## src/rtl/vga_fb_scanout_if.sv

```systemverilog
// Writer request port and single-port SRAM bus shared by the framebuffer scanout.
// master = writer/SRAM side, slave = scanout controller.
interface vga_fb_scanout_if #(
   parameter int ADDR_W = 19,
   parameter int DATA_W = 8
);
   logic              wr_valid;
   logic              wr_ready;
   logic [ADDR_W-1:0] wr_addr;
   logic [DATA_W-1:0] wr_data;
   logic [ADDR_W-1:0] sram_addr;
   logic              sram_we;
   logic [DATA_W-1:0] sram_wdata;
   logic [DATA_W-1:0] sram_rdata;

   modport master (
      output wr_valid, wr_addr, wr_data, sram_rdata,
      input  wr_ready, sram_addr, sram_we, sram_wdata
   );

   modport slave (
      input  wr_valid, wr_addr, wr_data, sram_rdata,
      output wr_ready, sram_addr, sram_we, sram_wdata
   );
endinterface

```

## src/rtl/vga_fb_scanout.sv

```systemverilog
// Framebuffer scanout: arbitrates one SRAM between linear display prefetch and a
// pixel writer, and holds vga_sync off until the prefetch FIFO is primed.
//
//   state | meaning
//   PRIME | filling prefetch FIFO, vga_enable low
//   RUN   | display running, vga_enable high (left only by reset)
module vga_fb_scanout #(
   parameter int H_VISIBLE  = 640,
   parameter int V_VISIBLE  = 480,
   parameter int ADDR_W     = 19,
   parameter int DATA_W     = 8,
   parameter int FIFO_DEPTH = 16,
   parameter int LOW_WATER  = 8,
   parameter int PREFILL    = 12
) (
   input  logic              clk,
   input  logic              reset,
   vga_fb_scanout_if.slave   bus,
   output logic              vga_enable,
   input  logic              vga_visible,
   output logic [DATA_W-1:0] pixel,
   output logic              pixel_valid,
   output logic              underflow
);
   localparam int FRAME = H_VISIBLE * V_VISIBLE;
   localparam int PW    = $clog2(FIFO_DEPTH);
   localparam int CW    = PW + 1;

   typedef enum logic {PRIME, RUN} state_t;

   state_t            state;
   logic [DATA_W-1:0] fifo_mem [FIFO_DEPTH];
   logic [PW-1:0]     rd_ptr;
   logic [PW-1:0]     wr_ptr;
   logic [CW-1:0]     count;
   logic [CW-1:0]     occ;
   logic              inflight;
   logic [ADDR_W-1:0] fetch_addr;
   logic              do_read;
   logic              do_write;
   logic              pop_ok;

   // Reads in flight count against capacity so the FIFO can never overflow.
   always_comb begin
      occ      = count + CW'(inflight);
      do_read  = 1'b0;
      do_write = 1'b0;
      if (reset) begin
         if (occ < CW'(LOW_WATER))
            do_read = 1'b1;
         else if (bus.wr_valid)
            do_write = 1'b1;
         else if (occ < CW'(FIFO_DEPTH))
            do_read = 1'b1;
      end
   end

   assign bus.wr_ready   = do_write;
   assign bus.sram_we    = do_write;
   assign bus.sram_addr  = do_write ? bus.wr_addr : (do_read ? fetch_addr : '0);
   assign bus.sram_wdata = do_write ? bus.wr_data : '0;
   assign pop_ok         = vga_visible && (count != '0);

   always_ff @(posedge clk) begin
      if (reset && inflight)
         fifo_mem[wr_ptr] <= bus.sram_rdata;
   end

   always_ff @(posedge clk) begin
      if (!reset) begin
         state       <= PRIME;
         vga_enable  <= 1'b0;
         pixel       <= '0;
         pixel_valid <= 1'b0;
         underflow   <= 1'b0;
         rd_ptr      <= '0;
         wr_ptr      <= '0;
         count       <= '0;
         inflight    <= 1'b0;
         fetch_addr  <= '0;
      end else begin
         inflight <= do_read;
         if (do_read)
            fetch_addr <= (fetch_addr == ADDR_W'(FRAME - 1)) ? '0 : fetch_addr + ADDR_W'(1);
         if (inflight)
            wr_ptr <= wr_ptr + PW'(1);

         // An empty pop outputs black and leaves pointers alone; alignment is lost until reset.
         pixel_valid <= vga_visible;
         if (vga_visible) begin
            if (pop_ok) begin
               pixel  <= fifo_mem[rd_ptr];
               rd_ptr <= rd_ptr + PW'(1);
            end else begin
               pixel     <= '0;
               underflow <= 1'b1;
            end
         end
         count <= count + CW'(inflight) - CW'(pop_ok);

         case (state)
            PRIME: begin
               vga_enable <= 1'b0;
               if (count >= CW'(PREFILL)) begin
                  state      <= RUN;
                  vga_enable <= 1'b1;
               end
            end
            RUN:     vga_enable <= 1'b1;
            default: state <= PRIME;
         endcase
      end
   end
endmodule
```

## src/flat_wrapper.sv

```systemverilog
// flat-port wrapper written by rule: the top's interface ports become plain ports
module vga_fb_scanout_flat 
#(
   parameter int H_VISIBLE  = 640,
   parameter int V_VISIBLE  = 480,
   parameter int ADDR_W     = 19,
   parameter int DATA_W     = 8,
   parameter int FIFO_DEPTH = 16,
   parameter int LOW_WATER  = 8,
   parameter int PREFILL    = 12
)
  (clk, reset, vga_enable, vga_visible, pixel, pixel_valid, underflow, bus_wr_valid, bus_wr_addr, bus_wr_data, bus_sram_rdata, bus_wr_ready, bus_sram_addr, bus_sram_we, bus_sram_wdata);
  vga_fb_scanout_if #(.ADDR_W(ADDR_W), .DATA_W(DATA_W)) bus_i ();
  input  logic clk;
  input  logic reset;
  output logic vga_enable;
  input  logic vga_visible;
  output logic [DATA_W-1:0] pixel;
  output logic pixel_valid;
  output logic underflow;
  input wire logic [$bits(bus_i.wr_valid)-1:0] bus_wr_valid;
  input wire logic [$bits(bus_i.wr_addr)-1:0] bus_wr_addr;
  input wire logic [$bits(bus_i.wr_data)-1:0] bus_wr_data;
  input wire logic [$bits(bus_i.sram_rdata)-1:0] bus_sram_rdata;
  output wire logic [$bits(bus_i.wr_ready)-1:0] bus_wr_ready;
  output wire logic [$bits(bus_i.sram_addr)-1:0] bus_sram_addr;
  output wire logic [$bits(bus_i.sram_we)-1:0] bus_sram_we;
  output wire logic [$bits(bus_i.sram_wdata)-1:0] bus_sram_wdata;
  assign bus_i.wr_valid = bus_wr_valid;
  assign bus_i.wr_addr = bus_wr_addr;
  assign bus_i.wr_data = bus_wr_data;
  assign bus_i.sram_rdata = bus_sram_rdata;
  assign bus_wr_ready = bus_i.wr_ready;
  assign bus_sram_addr = bus_i.sram_addr;
  assign bus_sram_we = bus_i.sram_we;
  assign bus_sram_wdata = bus_i.sram_wdata;
  vga_fb_scanout #(.H_VISIBLE(H_VISIBLE), .V_VISIBLE(V_VISIBLE), .ADDR_W(ADDR_W), .DATA_W(DATA_W), .FIFO_DEPTH(FIFO_DEPTH), .LOW_WATER(LOW_WATER), .PREFILL(PREFILL)) u_core (.clk(clk), .reset(reset), .bus(bus_i), .vga_enable(vga_enable), .vga_visible(vga_visible), .pixel(pixel), .pixel_valid(pixel_valid), .underflow(underflow));
endmodule
```

## config.mk

```make
export PLATFORM = sky130hd
export DESIGN_NAME = vga_fb_scanout_flat
export DESIGN_NICKNAME = d
export VERILOG_FILES = /design/src/rtl/vga_fb_scanout_if.sv /design/src/rtl/vga_fb_scanout.sv /design/src/flat_wrapper.sv
export SDC_FILE = /design/constraint.sdc
export NUM_CORES = 1
export LEC_CHECK = 0
export CORE_ASPECT_RATIO = 0.6
export CORE_MARGIN = 2
export CORE_UTILIZATION = 51
export DETAILED_ROUTE_END_ITERATION = 16
export PLACE_DENSITY_LB_ADDON = 0.15
export REMOVE_ABC_BUFFERS = 1
export SETUP_SLACK_MARGIN = 0.1
export SKIP_CTS_REPAIR_TIMING = 1
export SLEW_MARGIN = 20
export SYNTH_ARGS = -nofsm -noshare
export SYNTH_HDL_FRONTEND = slang
export SYNTH_SLANG_ARGS = --single-unit
```

## constraint.sdc

```tcl
create_clock -name clk -period 2.23 [get_ports clk]
set_input_delay 0.3345 -clock clk [delete_from_list [all_inputs] [get_ports clk]]
set_output_delay 0.3345 -clock clk [all_outputs]
set_load 0.02 [all_outputs]
```

* After elaboration in Yosys (flattened, before gate mapping)
Memories as Yosys holds them, arrays and structs flattened. A register that Yosys moved wholly into a read port is not among the register bits. Index checks and enable logic that the tools add are counted.
Storage, ports and cells: bits in registers 45, memory bits (writable) 128, input bits 39, output and inout port bits 40, logic and storage cells 46, memories kept 1
Memory list:
- u_core.fifo_mem | depth 16, bits a word 8, read ports 1, clocked after memory_dff 1, write ports 1, RTL line vga_fb_scanout.sv:32 | logic [DATA_W-1:0] fifo_mem [FIFO_DEPTH];
Operators by class: add/sub/neg operators 5, magnitude comparators 3, equal/unequal tests 1, muxes and demuxes 19, bitwise gates (word level) 2, reductions and logical operators 5
Operator list (count):
- $mux W19 | 3
- $add A19 B1 Y19 const B | 1
- $eq A19 B19 Y1 const B | 1
- $mux W8 | 2
- $mux W1 | 11
- $add A4 B1 Y4 const B | 2
- $mux W4 | 2
- $add A5 B1 Y5 | 1
- $ge A5 B4 Y1 const B | 1
- $lt A5 B4 Y1 const B | 1
- $lt A5 B5 Y1 const B | 1
- $reduce_bool A5 Y1 | 1
- $sub A5 B1 Y5 | 1
- $reduce_and A2 Y1 | 2
- $logic_and A1 B1 Y1 | 2
- $not A1 Y1 | 2
- $pmux W1 S2 | 1

* Logic depth before layout (Yosys ltp)
Gate-level depths: netlist of run 1.
depth after elaboration 8, mapped depth 9, gate-level depth less buffers 8

* Least setup slack after synthesis of run 1
No wires, ideal clock.
kind reg-to-output, start register u_core.inflight, end output port bus_sram_addr[10], data arrival time 2096 ps, data required time 1896 ps, slack -200 ps, stages on the path, launching flop included 10, buffers on the path 2, cell sequence dfxtp_1 -> ha_1 -> ha_1 -> nand3_2 -> mux2_4 -> or2_1 -> buf_6 -> inv_1 -> clkbuf_1 -> a22o_1
On the way: word-level cells in the longest chain between the ends 8, elaborated cells on any way between the ends 11, classes of those cells add/sub: 1; order compare: 2; mux: 8
RTL lines:
- start: declaration | RTL line vga_fb_scanout.sv:37 | logic inflight;
- start signal: assignment | RTL line vga_fb_scanout.sv:82 | inflight <= do_read;
- $add A5 B1 Y5 * | RTL line vga_fb_scanout.sv:45 | occ = count + CW'(inflight);
- $lt A5 B5 Y1 | RTL line vga_fb_scanout.sv:53 | else if (occ < CW'(FIFO_DEPTH))
- $mux W1 | RTL line vga_fb_scanout.sv:53
- $mux W1 | RTL line vga_fb_scanout.sv:51 | else if (bus.wr_valid)
- $mux W1 | RTL line vga_fb_scanout.sv:49 | if (occ < CW'(LOW_WATER))
- $mux W1 | RTL line vga_fb_scanout.sv:48 | if (reset) begin
- $mux W19 | RTL line vga_fb_scanout.sv:60 | assign bus.sram_addr = do_write ? bus.wr_addr : (do_read ? fetch_addr : '0);
- $mux W19 * | RTL line vga_fb_scanout.sv:60
- end: declaration | RTL line flat_wrapper.sv:26 | output wire logic [$bits(bus_i.sram_addr)-1:0] bus_sram_addr;
Mark *: on every way between the ends. The rest lies on a longest branch, timed or not.

* Worst setup path after layout of run 1
start register u_core.inflight, end output port bus_sram_addr[13]
The elaborated chain is that of the path after synthesis.

==> flow_summary_export.csv, run 1 <==
group,metric,value,unit
clock_tree,htreeDepth,4,
critical_path,crit_type,"reg -> out",
critical_path,arrival,2.31,ns
sta,fin_ws,-0.416,ns
clock_tree,clockBufferDepth,2,
synth,synth_area_leaders,"edfxtp_1 (53%), dfxtp_1 (13%), mux4_2 (9.9%), a22o_1 (3.2%), xnor2_1 (2.0%)",
job,max_cap_viol_count,0,
floorplan,core.rowCount,33,
final_layout,fin_nets,661,
global_routing,overflow,0,
route,drt_iter0_drc,418,
power,p_total,0.00915,W
floorplan,io_pins,79,
placement,gp_congestion,0.801,
placement,place_hpwl,11.0,mm
critical_path,reg2reg_depth,8,
synth,yosysMostFrequentCell,"edfxtp_1",
floorplan,die_y,96.7,um
worst_hold_path,whs_endpoint,"u_core.pixel[6]",
synth,syn-cell-area,7310,sq um
worst_hold_path,hp-class,"reg -> reg",
critical_path,critPathCaptureType,"primary output",
synth,syn_avg_cell_area,15.0,sq um
synth,ys_seq_elements,176,
clock_tree,clk_pin_slew,0.07,ns
critical_path,setup.worst_path.start,"u_core.inflight",
route,firstDrtPassIters,5,
floorplan,coreArea,13800,sq um
final_layout,areaGrowthSynthToFinish,29.3,%
synth,synth_edf_count,128,
sta,period_needed,2.65,ns
power,p_clk_share,31.0,%
final_layout,fillers,929,
synth,ys.flop_type,"edfxtp_1",
final_layout,final_cell_area,9450,sq um
power,cellLeakagePower,3.23,nW
sta,final_max_slew_viol_count,0,
sta,finClkSkew,0.0126,ns
floorplan,initial_core_util,52.9,%
global_routing,antenna_found_initial,0,
synth,synth_common_cells,"edfxtp_1 (128), dfxtp_1 (48), mux4_2 (32)",
power,p_int,0.00645,W
power,swShare,29.5,%
final_layout,diodes,0,
global_routing,grt_usage,22.2,%
critical_path,cp-start-kind,"flip-flop",
power,p_comb_share,26.5,%
route,wl,16.7,mm
critical_path,rr_endpoint,"u_core.fetch_addr[16]",
sta,period_share,119,%
clock_tree,clk_latency,0.43,ns
route,wire_per_inst,20.4,um
power,ir_drop,0.000571,V
global_routing,grt_pass1_wl,25.1,mm
synth,yosys.area.top_type,"edfxtp_1",
status,status,"finished, violations left",
critical_path,crit_path_max_fanout,5,
route,via_per_inst,5.66,
sta,relSlewSlack,52.8,%
global_routing,grt_max_degree,33,
sta,setup_viol,30,
critical_path,critPathRequiredTime,1.90,ns
clock_tree,cts_tree,"built",
global_routing,first_global_vias,4549,
sta,max_freq,378,MHz
floorplan,dieArea,15300,sq um
route,drc,0,
worst_hold_path,hp-start,"u_core.pixel[6]",
route,vias,4627,
critical_path,r2r-start,"u_core.inflight",
synth,synth_seq_area_share,65.7,%
status,failed_checks,"setup timing",
placement,place_ws,-0.563,ns
synth,async_flop_share,0,%
clock_tree,numCtsBuffers,17,
clock_tree,cts_sinks,176,
final_layout,drive_above_1_share,28.8,%
route,ant_nets,0,
power,switching_power,0.00270,W
synth,ys_types,47,
placement,port_buffers,78,
synth,ys_warn_count,0,
sta,hold_viol,0,
power,power.density,968,nW/um^2
sta,worst_pin_slew,0.706,ns
worst_hold_path,hold_path_depth,1,
sta,rsz0062_at_grt,"yes",
sta,holdWs,0.487,ns
critical_path,reg2reg_slack,-0.01,ns
floorplan,die_w,159,um
synth,synth_top_cell_area_share,52.6,%
clock_tree,cts-root-buf,"clkbuf_16",
synth,netlist_instances,486,
placement,placed_cell_area,8650,sq um
power,p_seq_share,42.5,%
[per-stage QoR]
stage	TNS, ns	util (%)	std cells
after floorplan	-36.45	-	459
after CTS	-25.44	66.6	810
final	-8.66	68.3	817
after detailed placement	-14.69	62.5	778
after global routing	-10.83	68.3	817
after global placement	-13.31	62.5	778
[worst max-delay path by stage]
stage / endpoint / slack [ns]
final: bus_sram_addr[13] / -0.42
after floorplan: bus_sram_addr[0] / -1.17
after global placement: bus_sram_addr[2] / -0.53
after detailed placement: bus_sram_addr[15] / -0.56
after CTS: bus_sram_addr[15] / -0.92
after global routing: bus_sram_addr[13] / -0.45
[power by group through the flow]
| stage | clock network [W] | registers [W] | logic (W) |
|---|---|---|---|
| after CTS | 0.00289 | 0.00387 | 0.00218 |
| final | 0.00284 | 0.00389 | 0.00242 |
| after detailed placement | 0 | 0.00394 | 0.00217 |
| after global routing | 0.00303 | 0.00391 | 0.00261 |
| after global placement | 0 | 0.00393 | 0.00212 |
| after floorplan | 0 | 0.00408 | 0.00106 |
[kinds of logic (layout without fill, tap and decap cells)]
logic type                 Yosys count  in the layout  synth area share [%]
AOI/OAI and AO/OA                   64             64                  6.85
buffers and inverters               33            172                  1.95
xor gates and xnor gates            23             23                  2.76
DFF                                176            176                  65.7
and+or+nand+nor                    144            144                  10.5
muxes                               36             36                  10.5
adders and majority gates           10             10                  1.71
[layer usage]
layer | GRT usage, % | vias to the layer above | wire, um
met4 | 5.34 | 0 | 125
met5 | 0 | - | 0
li1 | - | 2131 | -
met1 | 34.7 | 2322 | 8000
met2 | 31.4 | 162 | 7440
met3 | 5.24 | 12 | 1100
[layout by cell type, fill, tap and decap left out, types with 4 or more instances in the layout]
| cell type | netlist | routed |
|---|---|---|
| nand3_1 | 14 | 14 |
| inv_8 | 0 | 4 |
| buf_4 | 1 | 52 |
| nor3_1 | 10 | 10 |
| edfxtp_1 | 128 | 128 |
| nand2b_1 | 6 | 6 |
| clkdlybuf4s50_1 | 0 | 49 |
| a22oi_1 | 16 | 16 |
| dfxtp_2 | 0 | 4 |
| nor2b_1 | 10 | 10 |
| clkbuf_16 | 0 | 19 |
| a21oi_1 | 6 | 4 |
| xnor2_1 | 17 | 17 |
| ha_1 | 10 | 7 |
| nand4_1 | 5 | 5 |
| and2_4 | 0 | 5 |
| inv_1 | 6 | 5 |
| xor2_1 | 6 | 4 |
| nand2_1 | 29 | 29 |
| buf_6 | 1 | 26 |
| nor4_1 | 7 | 4 |
| mux4_2 | 32 | 32 |
| buf_12 | 0 | 5 |
| dfxtp_1 | 48 | 44 |
| or4_1 | 4 | 4 |
| and2_1 | 22 | 17 |
| inv_6 | 0 | 5 |
| nor2_1 | 25 | 25 |
| a22o_1 | 27 | 27 |
[registers in the layout, summed over array words and instances (netlist names), named ones only]
| name | count |
|---|---|
| u_core.fifo_mem | 128 |
| u_core.fetch_addr | 19 |
| u_core.pixel | 8 |
| u_core.count | 5 |
| u_core.rd_ptr | 4 |
| u_core.wr_ptr | 4 |
| u_core.inflight | 1 |
| u_core.pixel_valid | 1 |
| u_core.state | 1 |
| u_core.underflow | 1 |
[cell type report]
| type | instances | area [sq um] | area share, % |
|---|---|---|---|
| sequential | 176 | 4810 | 50.9 |
| multi-input combinational | 277 | 2480 | 26.2 |
| timing repair buffer | 134 | 1320 | 14.0 |
| clock buffer | 17 | 425 | 4.50 |
| tap | 192 | 240 | 2.54 |
| clock inverter | 15 | 145 | 1.54 |
| inverter | 6 | 27.5 | 0.291 |
[critical path, cell delays in order, from the launching register on]
cell       delay [ns]
dfxtp_2          0.34
ha_4             0.17
ha_4             0.16
nand3_4          0.08
mux2_4           0.30
or2_4            0.25
inv_6            0.11
clkbuf_16        0.16
a22o_1           0.17
buf_6            0.13
Power figures use the tool's default switching activity.
==> run 2, diff against run 1 <==
- ABC_AREA: not set -> 1
- CORE_UTILIZATION: 51 -> 52
- TNS_END_PERCENT: not set -> 10
==> flow_summary_export.csv, run 2 <==
group,metric,value,unit
route,firstDrtPassIters,5,
synth,async_flop_share,0,%
synth,syn-cell-area,8220,sq um
synth,synth_top_cell_area_share,46.8,%
critical_path,max_stage_delay,0.36,ns
final_layout,finalCoreUtilization,66.0,%
sta,period_share,109,%
critical_path,critPathRequiredTime,1.90,ns
final_layout,top_regs,"u_core.fifo_mem: 128 flops, u_core.fetch_addr: 19 flops, u_core.pixel: 8 flops",
placement,place_ws,-0.362,ns
worst_hold_path,hp-class,"reg -> reg",
final_layout,largest_reg_flops,128,
placement,place_hpwl,13.1,mm
synth,yosysMostFrequentCell,"nand2_1",
critical_path,cp-start-kind,"flip-flop",
route,vias,6393,
sta,period_needed,2.43,ns
floorplan,die_w,166,um
critical_path,crit_type,"reg -> out",
global_routing,grt_pass1_wl,31.3,mm
floorplan,io_pins,79,
synth,synth_edf_count,128,
route,drc,0,
synth,synth_common_cells,"nand2_1 (305), inv_1 (147), edfxtp_1 (128)",
floorplan,initial_core_util,53.3,%
floorplan,coreArea,15400,sq um
route,wl,20.2,mm
floorplan,dieArea,16900,sq um
clock_tree,cts_sinks,176,
route,ant_nets,0,
floorplan,die_y,101,um
synth,ys_warn_count,0,
sta,finClkSkew,0.0124,ns
placement,port_buffers,78,
sta,final_max_slew_viol_count,0,
synth,ys_seq_elements,176,
clock_tree,numCtsBuffers,17,
critical_path,worstPathCellList,"ha_4 -> ha_4 -> nand4_1 -> nand2_4 -> inv_2 -> nand2_2 -> nand3_4 -> inv_8 -> clkbuf_16 -> nand2_2 -> o21ai_1 -> buf_4",
synth,syn_avg_cell_area,8.76,sq um
synth,yosys.area.top_type,"edfxtp_1",
synth,synth_area_leaders,"edfxtp_1 (47%), nand2_1 (14%), dfxtp_1 (12%), inv_1 (6.7%), nand3_1 (5.9%)",
clock_tree,cts_tree,"built",
final_layout,mostFrequentLayoutCells,"nand2_1 (296), inv_1 (147), edfxtp_1 (128)",
sta,fin_ws,-0.203,ns
status,failed_checks,"setup timing",
final_layout,final_common_cell,"nand2_1",
global_routing,overflow,0,
power,power.density,958,nW/um^2
power,p_total,0.00975,W
global_routing,antenna_found_initial,0,
critical_path,slowest_stage,"dfxtp_2",
synth,ys_types,35,
clock_tree,clk_latency,0.43,ns
final_layout,top_register,"u_core.fifo_mem",
route,via_per_inst,5.04,
status,status,"finished, violations left",
critical_path,arrival,2.10,ns
clock_tree,htreeDepth,4,
route,drt_iter0_drc,607,
final_layout,diodes,0,
route,wire_per_inst,16.0,um
critical_path,critPathCaptureType,"primary output",
critical_path,reg2reg_slack,0.23,ns
synth,netlist_instances,938,
global_routing,first_global_vias,5664,
clock_tree,clk_pin_slew,0.08,ns
power,ir_drop,0.00156,V
final_layout,drive_above_1_share,15.2,%
final_layout,areaGrowthSynthToFinish,23.9,%
global_routing,grt_usage,24.3,%
sta,worst_pin_slew,0.633,ns
sta,max_freq,411,MHz
job,max_cap_viol_count,0,
power,cellLeakagePower,4.34,nW
sta,hold_viol,0,
global_routing,grt_max_degree,65,
critical_path,crit_path_max_fanout,5,
sta,rsz0062_at_grt,"yes",
sta,relSlewSlack,57.7,%
synth,ys.flop_type,"edfxtp_1",
clock_tree,clockBufferDepth,2,
placement,placed_cell_area,9490,sq um
final_layout,fillers,1223,
synth,synth_seq_area_share,58.5,%
sta,setup_viol,29,
clock_tree,cts-root-buf,"clkbuf_16",
placement,gp_congestion,0.818,
final_layout,final_cell_area,10200,sq um
final_layout,fin_nets,1102,
floorplan,core.rowCount,35,
## run 2: cell types whose count changed in the layout (fill, tap and decap cells not counted), moves of 19 or more
cell	before	now
nand3_1	14	96
mux4_2	32	0
inv_1	5	147
nor2_1	25	66
nand2_1	29	296
a22o_1	27	0
buf_6	26	7
## run 2: where the power goes
group	switching, W	leakage [nW]	internal [W]
Sequential	0.000144	1.54	0.00370
Combinational	0.00182	2.52	0.00109
Clock	0.00133	0.279	0.00167
Total	0.00329	4.34	0.00646
## run 2: area by class of cell
cell class              count  area, sq um  share of cell area [%]
inverters                 153          592                    5.82
well taps                 203          254                    2.50
repair buffers            132         1220                    12.0
clock inverters            14          155                    1.52
clock buffers              18          429                    4.22
flip-flops and latches    176         4810                    47.3
multi-input cells         573         2720                    26.7
## run 2: critical path: cells and delay by family, from the launching register on
| family | cells | cell delay [ns] |
|---|---|---|
| and+or+nand+nor | 5 | 0.47 |
| DFF | 1 | 0.36 |
| buffers and inverters | 4 | 0.46 |
| adders and majority gates | 2 | 0.29 |
| AOI/OAI and AO/OA | 1 | 0.08 |
## run 2: cell families (layout without fill, tap and decap cells)
| kind of cell | Yosys count | in the layout | synth area share [%] |
|---|---|---|---|
| simple gates | 506 | 506 | 26.4 |
| compound gates | 53 | 53 | 3.62 |
| buf+inv | 189 | 317 | 9.53 |
| flops | 176 | 176 | 58.5 |
| xor+xnor | 4 | 4 | 0.427 |
| fa+ha+maj | 10 | 10 | 1.52 |
## run 2: through the flow
step | hold slack (ns) | TNS (ns) | cells
detailed placement | 0.449 | -6.82 | 1234
floorplan | 0.433 | -4.04 | 902
global route | 0.480 | -7.41 | 1269
CTS | 0.467 | -20.22 | 1266
finish | 0.462 | -3.99 | 1269
global placement | 0.440 | -5.76 | 1234
## run 2: routing by layer
metal | vias up | global-route usage [%] | wire, um
met2 | 223 | 33.2 | 8060
met4 | 0 | 7.96 | 308
met3 | 29 | 3.91 | 1480
li1 | 3213 | - | -
met5 | - | 0 | 0
met1 | 2928 | 39.0 | 10400
## run 2: path summary, 6_finish.rpt
kind                          from                    to  cells after the start
setup / recovery   u_core.count[0]      bus_sram_addr[6]                     12
hold / removal    u_core.underflow      u_core.underflow                      2
setup reg to reg   u_core.count[0]  u_core.fetch_addr[9]                     14
hold reg to reg   u_core.underflow      u_core.underflow                      2
==> run 3, diff against run 2 <==
- CORE_UTILIZATION: 52 -> 60
- clock period: 2.23 -> 3 ns (I/O delays scaled with it)
==> flow_summary_export.csv, run 3 (synthesis results as in run 2) <==
group,metric,value,unit
status,status,"finished, violations left",
status,failed_checks,"setup timing",
placement,place_hpwl,12.6,mm
sta,relSlewSlack,50.1,%
critical_path,slowest_stage,"clkdlybuf4s50_1",
critical_path,crit_buf_inv,3,
critical_path,r2r-start,"u_core.count[0]",
critical_path,worstPathCellList,"ha_1 -> ha_1 -> nand3_1 -> nand2_1 -> nand2_2 -> inv_2 -> nand2_1 -> nand3_2 -> inv_6 -> nand2_1 -> o21ai_1 -> clkdlybuf4s50_1",
critical_path,critPathRequiredTime,2.55,ns
final_layout,final_common_cell,"nand2_1",
placement,dp_cells,1182,
sta,hold_viol,0,
route,drc,0,
critical_path,crit_path_max_fanout,21,
floorplan,coreArea,13500,sq um
placement,gp_congestion,0.856,
route,vias,6380,
clock_tree,clockBufferDepth,2,
global_routing,grt_usage,27.5,%
final_layout,final_cell_area,9840,sq um
critical_path,cp-start-kind,"flip-flop",
sta,max_freq,324,MHz
critical_path,arrival,2.63,ns
global_routing,grt_pass1_wl,30.4,mm
worst_hold_path,hp-class,"reg -> reg",
route,drt_iter0_drc,684,
floorplan,die_w,155,um
route,ant_nets,0,
job,max_cap_viol_count,0,
final_layout,top_regs,"u_core.fifo_mem: 128 flops, u_core.fetch_addr: 19 flops, u_core.pixel: 8 flops",
power,ir_drop,0.000678,V
worst_hold_path,whs_endpoint,"u_core.pixel[4]",
floorplan,die_y,94.6,um
final_layout,drive_above_1_share,9.24,%
clock_tree,numCtsBuffers,17,
placement,place_ws,0.108,ns
critical_path,critPathCaptureType,"primary output",
sta,finClkSkew,0.0118,ns
final_layout,fin_nets,1075,
critical_path,reg2reg_slack,0.78,ns
clock_tree,htreeDepth,4,
final_layout,fillers,1020,
global_routing,first_global_vias,5768,
sta,final_max_slew_viol_count,0,
clock_tree,clk_pin_slew,0.07,ns
route,wl,19.3,mm
clock_tree,cts-root-buf,"clkbuf_16",
critical_path,rr_endpoint,"u_core.fetch_addr[7]",
critical_path,critPathTopFamily,"buffers and inverters",
critical_path,reg2reg_depth,14,
global_routing,antenna_found_initial,0,
sta,setup_viol,3,
final_layout,areaGrowthSynthToFinish,19.8,%
critical_path,cpMostUsedCell,"nand2_1",
critical_path,max_stage_delay,0.62,ns
power,p_total,0.00692,W
final_layout,mostFrequentLayoutCells,"nand2_1 (305), inv_1 (146), edfxtp_1 (128)",
sta,period_needed,3.08,ns
floorplan,dieArea,14700,sq um
worst_hold_path,hp-start,"u_core.pixel[4]",
route,via_per_inst,5.26,
floorplan,core.rowCount,33,
sta,period_share,103,%
sta,holdWs,0.462,ns
final_layout,top_register,"u_core.fifo_mem",
sta,fin_ws,-0.0828,ns
floorplan,initial_core_util,60.8,%
sta,worst_pin_slew,0.747,ns
sta,rsz0062_at_grt,"yes",
floorplan,io_pins,79,
global_routing,grt_max_degree,65,
power,power.density,703,nW/um^2
worst_hold_path,hold_path_depth,2,
placement,port_buffers,78,
clock_tree,cts_sinks,176,
final_layout,diodes,0,
final_layout,largest_reg_flops,128,
placement,placed_cell_area,9220,sq um
route,firstDrtPassIters,5,
clock_tree,cts_tree,"built",
critical_path,crit_type,"reg -> out",
clock_tree,clk_latency,0.43,ns
global_routing,overflow,0,
critical_path,crit_cells,12,
power,cellLeakagePower,4.51,nW
route,wire_per_inst,15.9,um
final_layout,final_cells,1214,
run 3: cell types whose count changed in the layout (fill, tap and decap cells not counted), moves of 3 or more:
cell / change
buf_4: -40
dlymetal6s2s_1: +22
o21ai_0: +11
nand2_1: +9
o21ai_1: -8
buf_6: -7
nand2_2: -7
buf_12: -4
clkbuf_2: +3
clkdlybuf4s50_1: +3
o21ai_2: -3
run 3: metal layers:
| metal | routed length, um | GRT usage [%] |
|---|---|---|
| met1 | 9240 | 43.0 |
| met3 | 2040 | 5.97 |
| met4 | 202 | 6.71 |
| met2 | 7850 | 38.8 |
| met5 | 0 | 0 |
run 3: how the worst max path moves through the flow:
stage / start / to / slack, ns
3_3_place_gp: reset / bus_sram_addr[6] / 0.22
5_1_grt: u_core.count[0] / bus_sram_addr[2] / -0.23
2_1_floorplan: flip-flop / u_core.pixel[2] / 0.31
3_5_place_dp: reset / bus_sram_addr[15] / 0.11
4_1_cts: u_core.inflight / bus_sram_addr[15] / -0.25
6_report: u_core.inflight / bus_sram_addr[2] / -0.08
run 3: cell type report:
cell class                 instances  area [sq um]  area share (%)
clock buffer                      20           478            4.86
clock inverter                    12          95.1           0.966
inverter                         153           589            5.99
multi-input combinational        573          2640            26.8
sequential                       176          4810            48.8
tap                              175           219            2.22
timing repair buffer             105          1020            10.3
run 3: through the flow:
step                util (%)  TNS [ns]
floorplan                  -         0
global placement        68.3         0
detailed placement      68.3         0
CTS                     72.5     -4.32
global route            72.9    -0.646
finish                  72.9    -0.192
run 3: power by group:
group          internal (W)  switching [W]
Clock               0.00117       0.000964
Combinational      0.000645        0.00130
Sequential          0.00275      0.0000924
Total               0.00456        0.00235
run 3: worst register-to-register path, cell delays in order (launching register included):
cell     delay (ns)
dfxtp_1        0.35
ha_1           0.20
ha_1           0.22
nand3_1        0.09
nand2_1        0.08
nand2_2        0.10
nor2_8         0.16
nand2_8        0.17
inv_8          0.11
buf_4          0.25
nand2_2        0.10
nand2_4        0.10
inv_4          0.08
nand2_1        0.07
nor2_1         0.04
